### src/rtl/aes_sub_pkg.sv
// Shared constants, owner encoding and beat-count helpers for the S-box scheduler.
package aes_sub_pkg;

    localparam int ST_BYTES = 16;
    localparam int KW_BYTES = 4;

    // Which requester drives the shared S-box bank in a given beat.
    typedef enum logic {
        OWN_ST,
        OWN_KW
    } own_e;

    // Number of beats needed to push a job of 'bytes' bytes through 'lanes' S-boxes.
    // A job narrower than the bank still takes one full beat.
    function automatic int beatCount(input int bytes, input int lanes);
        return (bytes > lanes) ? (bytes / lanes) : 1;
    endfunction

    // The bank width must divide the 16-byte state evenly.
    function automatic bit legalLanes(input int lanes);
        return (lanes == 1) || (lanes == 2) || (lanes == 4) || (lanes == 8) || (lanes == 16);
    endfunction

endpackage

### src/rtl/sbox_bank.sv
// Combinational AES S-box and a bank of LANES of them sharing one direction select.

// Single AES S-box, forward or inverse, computed as GF(2^8) inversion plus affine map.
module bSbox (
    input  logic       encrypt_i,
    input  logic [7:0] data_i,
    output logic [7:0] data_o
);

    function automatic logic [7:0] gfMul(input logic [7:0] a, input logic [7:0] b);
        logic [7:0] prod;
        logic [7:0] acc;
        prod = '0;
        acc  = a;
        for (int i = 0; i < 8; i++) begin
            if (b[i]) prod = prod ^ acc;
            acc = {acc[6:0], 1'b0} ^ (acc[7] ? 8'h1B : 8'h00);
        end
        return prod;
    endfunction

    // x^254 equals x^-1 in GF(2^8) and maps 0 to 0, as the S-box needs.
    function automatic logic [7:0] gfInv(input logic [7:0] x);
        logic [7:0] result;
        logic [7:0] sq;
        result = 8'h01;
        sq     = x;
        for (int i = 1; i < 8; i++) begin
            sq     = gfMul(sq, sq);
            result = gfMul(result, sq);
        end
        return result;
    endfunction

    function automatic logic [7:0] fwdAffine(input logic [7:0] b);
        return b ^ {b[6:0], b[7]} ^ {b[5:0], b[7:6]} ^ {b[4:0], b[7:5]} ^ {b[3:0], b[7:4]} ^ 8'h63;
    endfunction

    function automatic logic [7:0] invAffine(input logic [7:0] b);
        return {b[6:0], b[7]} ^ {b[4:0], b[7:5]} ^ {b[1:0], b[7:2]} ^ 8'h05;
    endfunction

    logic [7:0] inv_in;
    logic [7:0] inv_out;

    assign inv_in  = encrypt_i ? data_i : invAffine(data_i);
    assign inv_out = gfInv(inv_in);
    assign data_o  = encrypt_i ? fwdAffine(inv_out) : inv_out;

endmodule

// Bank of LANES independent S-boxes, byte i of the bus goes through lane i.
module sbox_bank #(
    parameter int LANES = 4
) (
    input  logic               encrypt_i,
    input  logic [8*LANES-1:0] data_i,
    output logic [8*LANES-1:0] data_o
);

    for (genvar g = 0; g < LANES; g++) begin : g_lane
        bSbox u_sbox (
            .encrypt_i (encrypt_i),
            .data_i    (data_i[8*g +: 8]),
            .data_o    (data_o[8*g +: 8])
        );
    end

endmodule

### src/rtl/aes_sub_sched.sv
// Round-robin beat scheduler sharing one S-box bank between the AES state
// (SubBytes/InvSubBytes) and the key expansion (SubWord).
module aes_sub_sched
    import aes_sub_pkg::*;
#(
    parameter int LANES = 4
) (
    input  logic         clk,
    input  logic         rst,
    input  logic         st_valid,
    output logic         st_ready,
    input  logic [127:0] st_data,
    input  logic         st_encrypt,
    output logic         st_done,
    output logic [127:0] st_result,
    input  logic         kw_valid,
    output logic         kw_ready,
    input  logic [31:0]  kw_data,
    output logic         kw_done,
    output logic [31:0]  kw_result,
    output logic         busy
);

    localparam int ST_BEATS = beatCount(ST_BYTES, LANES);
    localparam int KW_BEATS = beatCount(KW_BYTES, LANES);
    localparam int KW_LANES = (LANES > KW_BYTES) ? KW_BYTES : LANES;
    localparam int BW       = 8 * LANES;
    localparam int KW_BW    = 8 * KW_LANES;
    localparam logic [4:0] ST_LAST = 5'(ST_BEATS - 1);
    localparam logic [2:0] KW_LAST = 3'(KW_BEATS - 1);

    if (!legalLanes(LANES)) begin : g_bad_lanes
        $error("aes_sub_sched: LANES must be 1, 2, 4, 8 or 16");
    end

    logic [127:0] st_buf_q, st_buf_d;
    logic [4:0]   st_cnt_q, st_cnt_d;
    logic         st_active_q, st_active_d;
    logic         st_mode_q, st_mode_d;
    logic         st_done_q, st_done_d;
    logic [127:0] st_result_q, st_result_d;
    logic [31:0]  kw_buf_q, kw_buf_d;
    logic [2:0]   kw_cnt_q, kw_cnt_d;
    logic         kw_active_q, kw_active_d;
    logic         kw_done_q, kw_done_d;
    logic [31:0]  kw_result_q, kw_result_d;
    own_e         last_own_q, last_own_d;

    logic          st_beat;
    logic          kw_beat;
    logic          bank_encrypt;
    logic [BW-1:0] bank_in;
    logic [BW-1:0] bank_out;

    // Owner select: a lone active job always wins, otherwise alternate with the last beat.
    always_comb begin
        st_beat = st_active_q && (!kw_active_q || (last_own_q == OWN_KW));
        kw_beat = kw_active_q && !st_beat;
    end

    // Steer the owner's current byte group into the bank; key beats are always forward.
    always_comb begin
        bank_in      = '0;
        bank_encrypt = 1'b1;
        if (st_beat) begin
            bank_in      = st_buf_q[int'(st_cnt_q) * BW +: BW];
            bank_encrypt = st_mode_q;
        end else if (kw_beat) begin
            bank_in[KW_BW-1:0] = kw_buf_q[int'(kw_cnt_q) * KW_BW +: KW_BW];
        end
    end

    sbox_bank #(
        .LANES (LANES)
    ) u_bank (
        .encrypt_i (bank_encrypt),
        .data_i    (bank_in),
        .data_o    (bank_out)
    );

    // Next state: accept idle jobs, write back beat results, close out on the final beat.
    always_comb begin
        st_buf_d    = st_buf_q;
        st_cnt_d    = st_cnt_q;
        st_active_d = st_active_q;
        st_mode_d   = st_mode_q;
        st_done_d   = 1'b0;
        st_result_d = st_result_q;
        kw_buf_d    = kw_buf_q;
        kw_cnt_d    = kw_cnt_q;
        kw_active_d = kw_active_q;
        kw_done_d   = 1'b0;
        kw_result_d = kw_result_q;
        last_own_d  = last_own_q;

        if (!st_active_q && st_valid) begin
            st_buf_d    = st_data;
            st_cnt_d    = '0;
            st_active_d = 1'b1;
            st_mode_d   = st_encrypt;
        end else if (st_beat) begin
            st_buf_d[int'(st_cnt_q) * BW +: BW] = bank_out;
            st_cnt_d   = st_cnt_q + 5'd1;
            last_own_d = OWN_ST;
            if (st_cnt_q == ST_LAST) begin
                st_result_d = st_buf_d;
                st_active_d = 1'b0;
                st_done_d   = 1'b1;
            end
        end

        if (!kw_active_q && kw_valid) begin
            kw_buf_d    = kw_data;
            kw_cnt_d    = '0;
            kw_active_d = 1'b1;
        end else if (kw_beat) begin
            kw_buf_d[int'(kw_cnt_q) * KW_BW +: KW_BW] = bank_out[KW_BW-1:0];
            kw_cnt_d   = kw_cnt_q + 3'd1;
            last_own_d = OWN_KW;
            if (kw_cnt_q == KW_LAST) begin
                kw_result_d = kw_buf_d;
                kw_active_d = 1'b0;
                kw_done_d   = 1'b1;
            end
        end
    end

    // State registers; reset drops any job in flight and leaves the last owner as KW.
    always_ff @(posedge clk or posedge rst) begin
        if (rst) begin
            st_buf_q    <= '0;
            st_cnt_q    <= '0;
            st_active_q <= 1'b0;
            st_mode_q   <= 1'b1;
            st_done_q   <= 1'b0;
            st_result_q <= '0;
            kw_buf_q    <= '0;
            kw_cnt_q    <= '0;
            kw_active_q <= 1'b0;
            kw_done_q   <= 1'b0;
            kw_result_q <= '0;
            last_own_q  <= OWN_KW;
        end else begin
            st_buf_q    <= st_buf_d;
            st_cnt_q    <= st_cnt_d;
            st_active_q <= st_active_d;
            st_mode_q   <= st_mode_d;
            st_done_q   <= st_done_d;
            st_result_q <= st_result_d;
            kw_buf_q    <= kw_buf_d;
            kw_cnt_q    <= kw_cnt_d;
            kw_active_q <= kw_active_d;
            kw_done_q   <= kw_done_d;
            kw_result_q <= kw_result_d;
            last_own_q  <= last_own_d;
        end
    end

    assign st_ready  = !st_active_q;
    assign kw_ready  = !kw_active_q;
    assign st_done   = st_done_q;
    assign kw_done   = kw_done_q;
    assign st_result = st_result_q;
    assign kw_result = kw_result_q;
    assign busy      = st_active_q || kw_active_q;

endmodule

### config.mk
export PLATFORM = sky130hd
export DESIGN_NAME = aes_sub_sched
export DESIGN_NICKNAME = d
export VERILOG_FILES = /design/src/rtl/aes_sub_pkg.sv /design/src/rtl/sbox_bank.sv /design/src/rtl/aes_sub_sched.sv
export SDC_FILE = /design/constraint.sdc
export NUM_CORES = 2
export LEC_CHECK = 0
export CAP_MARGIN = 30
export CELL_PAD_IN_SITES_DETAIL_PLACEMENT = 1
export CELL_PAD_IN_SITES_GLOBAL_PLACEMENT = 2
export CORE_MARGIN = 5
export CORE_UTILIZATION = 35
export CTS_BUF_LIST = sky130_fd_sc_hd__clkbuf_8
export DETAILED_ROUTE_END_ITERATION = 7
export PLACE_DENSITY_LB_ADDON = 0.2
export SLEW_MARGIN = 10
export SYNTH_ARGS = -nofsm -noshare
export SYNTH_HDL_FRONTEND = slang
export SYNTH_SLANG_ARGS = --single-unit
### constraint.sdc
create_clock -name clk -period 18.6 [get_ports clk]
set_input_delay 3.72 -clock clk [delete_from_list [all_inputs] [get_ports clk]]
set_output_delay 3.72 -clock clk [all_outputs]
set_load 0.02 [all_outputs]
* Word-level counts from Yosys, hierarchy flattened
Index checks and enable logic that the tools add are counted.
** Word-level totals
- Register bits :: 334
- Input port bits :: 165
- Output and inout bits :: 165
- Logic and storage cells :: 1680
** Operators by class
- $add $sub $neg :: 4
- Eq/ne operators :: 1
- Shift operators :: 6
- Multiplexer cells :: 849
- Bitwise gates (word level) :: 790
- Reductions and logical operators :: 18
** Operators by type and width (count)
- 2-to-1 mux 8 bit :: 428
- bitwise XOR 8 bit :: 388
- bitwise XOR 8 x 5 -> 8 bit :: 364
- 2-to-1 mux 5 bit :: 370
- 2-to-1 mux 128 bit :: 2
- bitwise mux 128 bit :: 1
- 2-to-1 mux 32 bit :: 4
- variable shift 32 x 33 -> 128 bit (first input constant) :: 1
- variable part select 128 x 11 -> 32 bit :: 1
- variable part select 32 x 33 -> 128 bit :: 1
- negator 10 -> 33 bit :: 1
- negator 8 -> 33 bit :: 1
- variable shift 32 x 33 -> 32 bit (first input constant) :: 1
- variable part select 32 x 33 -> 32 bit :: 1
- bitwise mux 32 bit :: 1
- variable part select 32 x 9 -> 32 bit :: 1
- 2-to-1 mux 7 bit :: 4
- inverter 1 bit (first input constant) :: 28
- 2-to-1 mux 6 bit :: 4
- 2-to-1 mux 1 bit :: 21
- 2-to-1 mux 3 bit :: 6
- 2-to-1 mux 4 bit :: 4
- inverter 4 bit :: 4
- 2-to-1 mux 2 bit :: 4
- 12 further kinds :: 27

* Depth between registers and ports, before layout
- Depth after elaboration :: 148
- Gate-level depth with buffers :: 85
- Mapped depth without buffers :: 69

* Hierarchy
From an unflattened synthesis, not the netlist that was laid out.
** Second synthesis, totals
- Cell total of the unflattened synthesis :: 10213
- Area, all modules :: 79984.2 µm²
** By module, submodules not included
- bSbox :: times used 4, cells each 2152, area each 15917.8 µm², sequential area each 0.0 µm²
- aes_sub_sched :: times used 1, cells each 1605, area each 16313.1 µm², sequential area each 8360.5 µm²

* Least setup slack after synthesis
No wires, ideal clock.
- Path type :: register to register
- From :: register last_own_q
- To :: register st_result_q[122], in the netlist st_result[122]
- Setup time :: 0.077 ns
- Data arrival time :: 18.254 ns
- Required time :: 18.523 ns
- Setup slack :: 0.269 ns
- Cell stages (with the launch flop) :: 82
- Path buffers :: 22
- Clock period less this slack :: 18.331 ns
- Cell sequence :: dfstp_2 -> nand2b_2 -> buf_2 -> nor3b_2 -> buf_2 -> buf_12 -> buf_12 -> buf_2 -> buf_2 -> buf_1 -> clkbuf_8 -> clkbuf_8 -> clkbuf_1 -> a21oi_1 -> ha_1 -> clkbuf_1 -> nand3_1 -> xnor2_1 -> (+46 left out) -> a21oi_1 -> o221ai_1 -> a21oi_1 -> xor2_1 -> xnor2_1 -> xnor2_1 -> mux2_2 -> a21oi_1 -> xnor3_1 -> xnor2_1 -> and3_1 -> clkbuf_1 -> o211a_1 -> or4_1 -> a21oi_1 -> xnor2_1 -> nand2_1 -> a21oi_1
** Between the ends
- Word-level cells in the longest chain between the ends :: 142
- Elaborated cells between the ends (all ways) :: 1590
- Those cells by class :: 1 x shift; 824 x mux; 760 x bitwise; 5 x reduce/logical
** Ends and longest elaborated chain
- start, declared :: line aes_sub_sched.sv:47 : own_e last_own_q, last_own_d;
- start signal, assigned :: line aes_sub_sched.sv:155 : last_own_q <= last_own_d;
- logical OR 1 bit (*) :: line aes_sub_sched.sv:57 : st_beat = st_active_q && (!kw_active_q || (last_own_q == OWN_KW));
- logical AND 1 bit (*) :: line aes_sub_sched.sv:57
- logical NOT 1 bit :: line aes_sub_sched.sv:58 : kw_beat = kw_active_q && !st_beat;
- logical AND 1 bit :: line aes_sub_sched.sv:58
- 2-to-1 mux 32 bit :: line aes_sub_sched.sv:68 : end else if (kw_beat) begin
- 2-to-1 mux 32 bit :: line aes_sub_sched.sv:65 : if (st_beat) begin
- bitwise XOR 8 bit (2 in series) :: line sbox_bank.sv:40 : return {b[6:0], b[7]} ^ {b[4:0], b[7:5]} ^ {b[1:0], b[7:2]} ^ 8'h05;
- inverter 2 bit (no line)
- (+122 left out)
- 2-to-1 mux 8 bit :: line sbox_bank.sv:16 : if (b[i]) prod = prod ^ acc;
- bitwise XOR 8 bit :: line sbox_bank.sv:16
- 2-to-1 mux 8 bit :: line sbox_bank.sv:16
- bitwise XOR 8 bit (4 in series) :: line sbox_bank.sv:36 : return b ^ {b[6:0], b[7]} ^ {b[5:0], b[7:6]} ^ {b[4:0], b[7:5]} ^ {b[3:0], b[7:4]} ^ 8'h63;
- inverter 4 bit (no line)
- 2-to-1 mux 8 bit :: line sbox_bank.sv:48 : assign data_o = encrypt_i ? fwdAffine(inv_out) : inv_out;
- variable part select 32 x 33 -> 128 bit :: line aes_sub_sched.sv:102 : st_buf_d[int'(st_cnt_q) * BW +: BW] = bank_out;
- bitwise mux 128 bit :: line aes_sub_sched.sv:102
- end signal, assigned :: line aes_sub_sched.sv:149 : st_result_q <= st_result_d;
- end, declared :: line aes_sub_sched.sv:41 : logic [127:0] st_result_q, st_result_d;
Mark *: on every way between the ends. The rest lies on a longest branch, timed or not.
A chain may end at the register's enable or synchronous reset.

* Final worst setup path
- From :: register st_cnt_q[0]
- To :: register st_result_q[124], in the netlist st_result[124]
** Between the ends
- Word-level cells in the longest chain between the ends :: 138
- Elaborated cells between the ends (all ways) :: 1588
- Those cells by class :: 1 x add/sub; 1 x eq/ne; 3 x shift; 822 x mux; 760 x bitwise; 1 x reduce/logical
** Ends and longest elaborated chain
- start, declared :: line aes_sub_sched.sv:37 : logic [4:0] st_cnt_q, st_cnt_d;
- start signal, assigned :: line aes_sub_sched.sv:145 : st_cnt_q <= st_cnt_d;
- variable part select 128 x 11 -> 32 bit :: line aes_sub_sched.sv:66 : bank_in = st_buf_q[int'(st_cnt_q) * BW +: BW];
- 2-to-1 mux 32 bit :: line aes_sub_sched.sv:65
- bitwise XOR 8 bit (2 in series) :: line sbox_bank.sv:40
- inverter 2 bit (no line)
- 2-to-1 mux 8 bit :: line sbox_bank.sv:46 : assign inv_in = encrypt_i ? data_i : invAffine(data_i);
- 2-to-1 mux 8 bit :: line sbox_bank.sv:16
- bitwise XOR 8 bit :: line sbox_bank.sv:16
- 2-to-1 mux 8 bit :: line sbox_bank.sv:16
- (+118 left out)
- 2-to-1 mux 8 bit :: line sbox_bank.sv:16
- bitwise XOR 8 bit :: line sbox_bank.sv:16
- 2-to-1 mux 8 bit :: line sbox_bank.sv:16
- bitwise XOR 8 bit (4 in series) :: line sbox_bank.sv:36
- inverter 4 bit (no line)
- 2-to-1 mux 8 bit :: line sbox_bank.sv:48
- variable part select 32 x 33 -> 128 bit :: line aes_sub_sched.sv:102
- bitwise mux 128 bit :: line aes_sub_sched.sv:102
Several ways; a longest one is shown, not always the timed one.

==> metrics.yaml <==
slew_viol_final: 0
wl_um: 317000
hold_end: "kw_result[11]"
synth_cells: 10090
finClkSkew_ps: 49.17
die_w_um: 479.8
nets: 10710
antenna_found_initial: 22
fillers: 26540
synth_seq_cells: 334
start_kind: "flip-flop"
drt-initial-drc-count: 5237
final_cells: 13530
cts_inserted_buffers: 55
period_needed_ps: 17890
crit_required_ps: 19190
rr_startpoint: "st_cnt_q[0]"
grt_setup_unrepaired: "true"
drive_above_1_share_pct: 16.21
port_buffers: 329
grt.overflow.total: 0
antenna_left: 0
synthMuxAreaShare_pct: 4.986
ff2ff_path_depth: 68
outcome: "finished clean"
htree_levels: 2
avgSynthCellArea_um2: 7.658
dp.cells: 13220
clk_pin_slew_worst_paths_ps: 70
hp-class: "flip-flop to flip-flop"
critPathMostFrequentCell: "xnor2_1"
grt_pass1_vias: 78470
async_flop_share_pct: 100.0
synth_adder_area_share_pct: 0.5508
die_area_mm2: 0.2302
setup.worst_path.end_class: "flip-flop"
cts_tree: "yes"
hold_path_depth: 2
rr_endpoint: "st_result[124]"
syn_nets: 10290
via_per_inst: 5.756
grt_pass1_wl_um: 484000
ys_seq_area_share_pct: 10.82
gp_congestion: 0.8907
clockBufferDepth: 3
final_common_cell: "xnor2_1"
grt_max_degree: 101
clock_sinks: 334
synth_compound_area_share_pct: 21.76
hold_viol_final: 0
clock.fmax_mhz: 55.89
synth_xor_area_share_pct: 36.77
cpMaxStageDelayCell: "mux4_2"
cp.arrival_ps: 18480
synth-main-ff-cell: "dfrtp_1"
ios: 330
area_delta_synth_final_pct: 17.71
num_vias: 77840
rows: 172
setup_viol: 0
path_max_fanout: 21
holdCritStartpoint: "kw_result[11]"
dr.pass1.iters: 6
synth-simple-area-share_pct: 19.61
crit_path_max_incr_delay_ps: 670
syn-cell-area_mm2: 0.07724
most-common-layout-cells: "xnor2_1 (1462), nor2_1 (1295), nand2_1 (1121), buf_4 (689), a21oi_1 (584)"
core_area_mm2: 0.2197
criticalPathCategory: "flip-flop to flip-flop"
root_buffer: "clkbuf_8"
post-route-util_pct: 41.38
die_h_um: 479.8
seq_area_mm2: 0.008367
r2r_slack_ps: 710
multi_input_area_mm2: 0.06775
tightest_slew_ps: 977.5
holdBufCountCts: 0
grt.total_usage_pct: 25.96
yosysWarnings: 0
initial_core_util_pct: 35.15
drv_cap: 0
wire_per_inst_um: 23.44
drc: 0
synth.distinct_cells: 150
synth_edf_count: 0
fin_crit_sh_pct: 96.19
synth_top_family_by_area: "XOR/XNOR gates"
relSlewSlack_pct: 34.36
clk_latency_ps: 680
dp_hpwl_um: 237300
[critical path: cells and delay by family (launching register included)]
kind / cells / cell delay, ps
muxes: 6 / 1890
buffers and inverters: 6 / 1230
and+or+nand+nor: 13 / 3060
AOI/OAI and AO/OA: 28 / 6560
DFF: 1 / 530
adders and majority gates: 2 / 750
xor gates and xnor gates: 13 / 3730
[kinds of logic after synthesis]
logic type,after synthesis
simple gates,3446
xor+xnor,2561
compound gates,2544
buf+inv,831
mux,336
flops,334
fa+ha+maj,34
[area by class of cell]
cell class / count / area share [%]
clock inverter: 32 / 0.2711
multi-input combinational: 8922 / 74.52
antenna: 18 / 0.04954
sequential: 334 / 9.203
clock buffer: 67 / 1.014
inverter: 123 / 0.5243
tap: 2958 / 4.071
timing repair buffer: 1071 / 10.35
[how the worst max path moves through the flow]
stage | from | to | slack [ps] | depth (start not counted)
after floorplan | last_own_q | st_result[122] | 270 | 81
after CTS | st_cnt_q[0] | st_result[39] | 3 | 62
final | st_cnt_q[0] | st_result[124] | 710 | 68
after global routing | st_cnt_q[0] | st_result[81] | -160 | 73
after global placement | st_cnt_q[0] | st_result[39] | -900 | 65
after detailed placement | st_cnt_q[0] | st_result[99] | -1060 | 64
[per-layer routing]
layer,vias up,global-route usage (%),share of wire (%)
li1,36270,-,-
met1,39460,34.61,44
met2,1754,46.07,50
met3,360,1.340,3.3
met4,4,6.148,2.6
met5,-,0,0.0085
[state kept, by name, summed over array words and instances, names as in the netlist, 3 cells and up]
signal	count
kw_cnt_q	3
st_buf_q	128
st_cnt_q	5
kw_buf_q	32
kw_result	32
st_result	128
[metrics by stage]
step	setup TNS (ps)	worst slack [ps]	hold WS, ps	area [um2]
after detailed placement	-149640	-1063	474.8	85440
after CTS	0	3.039	487.9	87630
after global routing	-7175	-159.6	502.1	90910
after floorplan	0	268.8	467.0	77240
after global placement	-93180	-896.3	466.4	85070
final	0	708.5	487.0	90910
[cells in the mapped netlist, types with 47 or more instances]
| master | count | area (um2) |
|---|---|---|
| a21oi_1 | 596 | 2983 |
| and3_1 | 57 | 356.6 |
| xnor2_2 | 127 | 2066 |
| or3_1 | 47 | 294.0 |
| o21ai_0 | 462 | 2312 |
| nand2_1 | 1131 | 4245 |
| clkbuf_1 | 418 | 1569 |
| nor3_1 | 250 | 1251 |
| clkbuf_8 | 63 | 867.1 |
| a31oi_1 | 79 | 494.2 |
| and2_1 | 59 | 369.1 |
| xnor3_1 | 232 | 5225 |
| o21ai_1 | 198 | 991.0 |
| xor2_1 | 432 | 3784 |
| nand3_1 | 261 | 1306 |
| mux2_2 | 47 | 529.3 |
| inv_1 | 80 | 300.3 |
| a211oi_1 | 92 | 690.7 |
| o22ai_1 | 134 | 838.3 |
| a22oi_1 | 207 | 1554 |
| xnor2_1 | 1638 | 14350 |
| mux2i_1 | 253 | 2532 |
| a21o_1 | 60 | 450.4 |
| dfrtp_1 | 332 | 8308 |
| buf_2 | 133 | 665.6 |
| o21a_1 | 55 | 412.9 |
| nor2_1 | 1308 | 4910 |
| o211ai_1 | 94 | 705.7 |
[timing repair]
action | CTS | global route
gates resized for setup | 113 | 276
buffers inserted | 23 | 153
pin swaps | 15 | 70
endpoints found under the setup margin | 309 | 320
gates cloned | 0 | 1
Power is left out: the tool's default activity adds up to more than one toggle a clock period on the data nets, which glitch-free logic cannot reach.
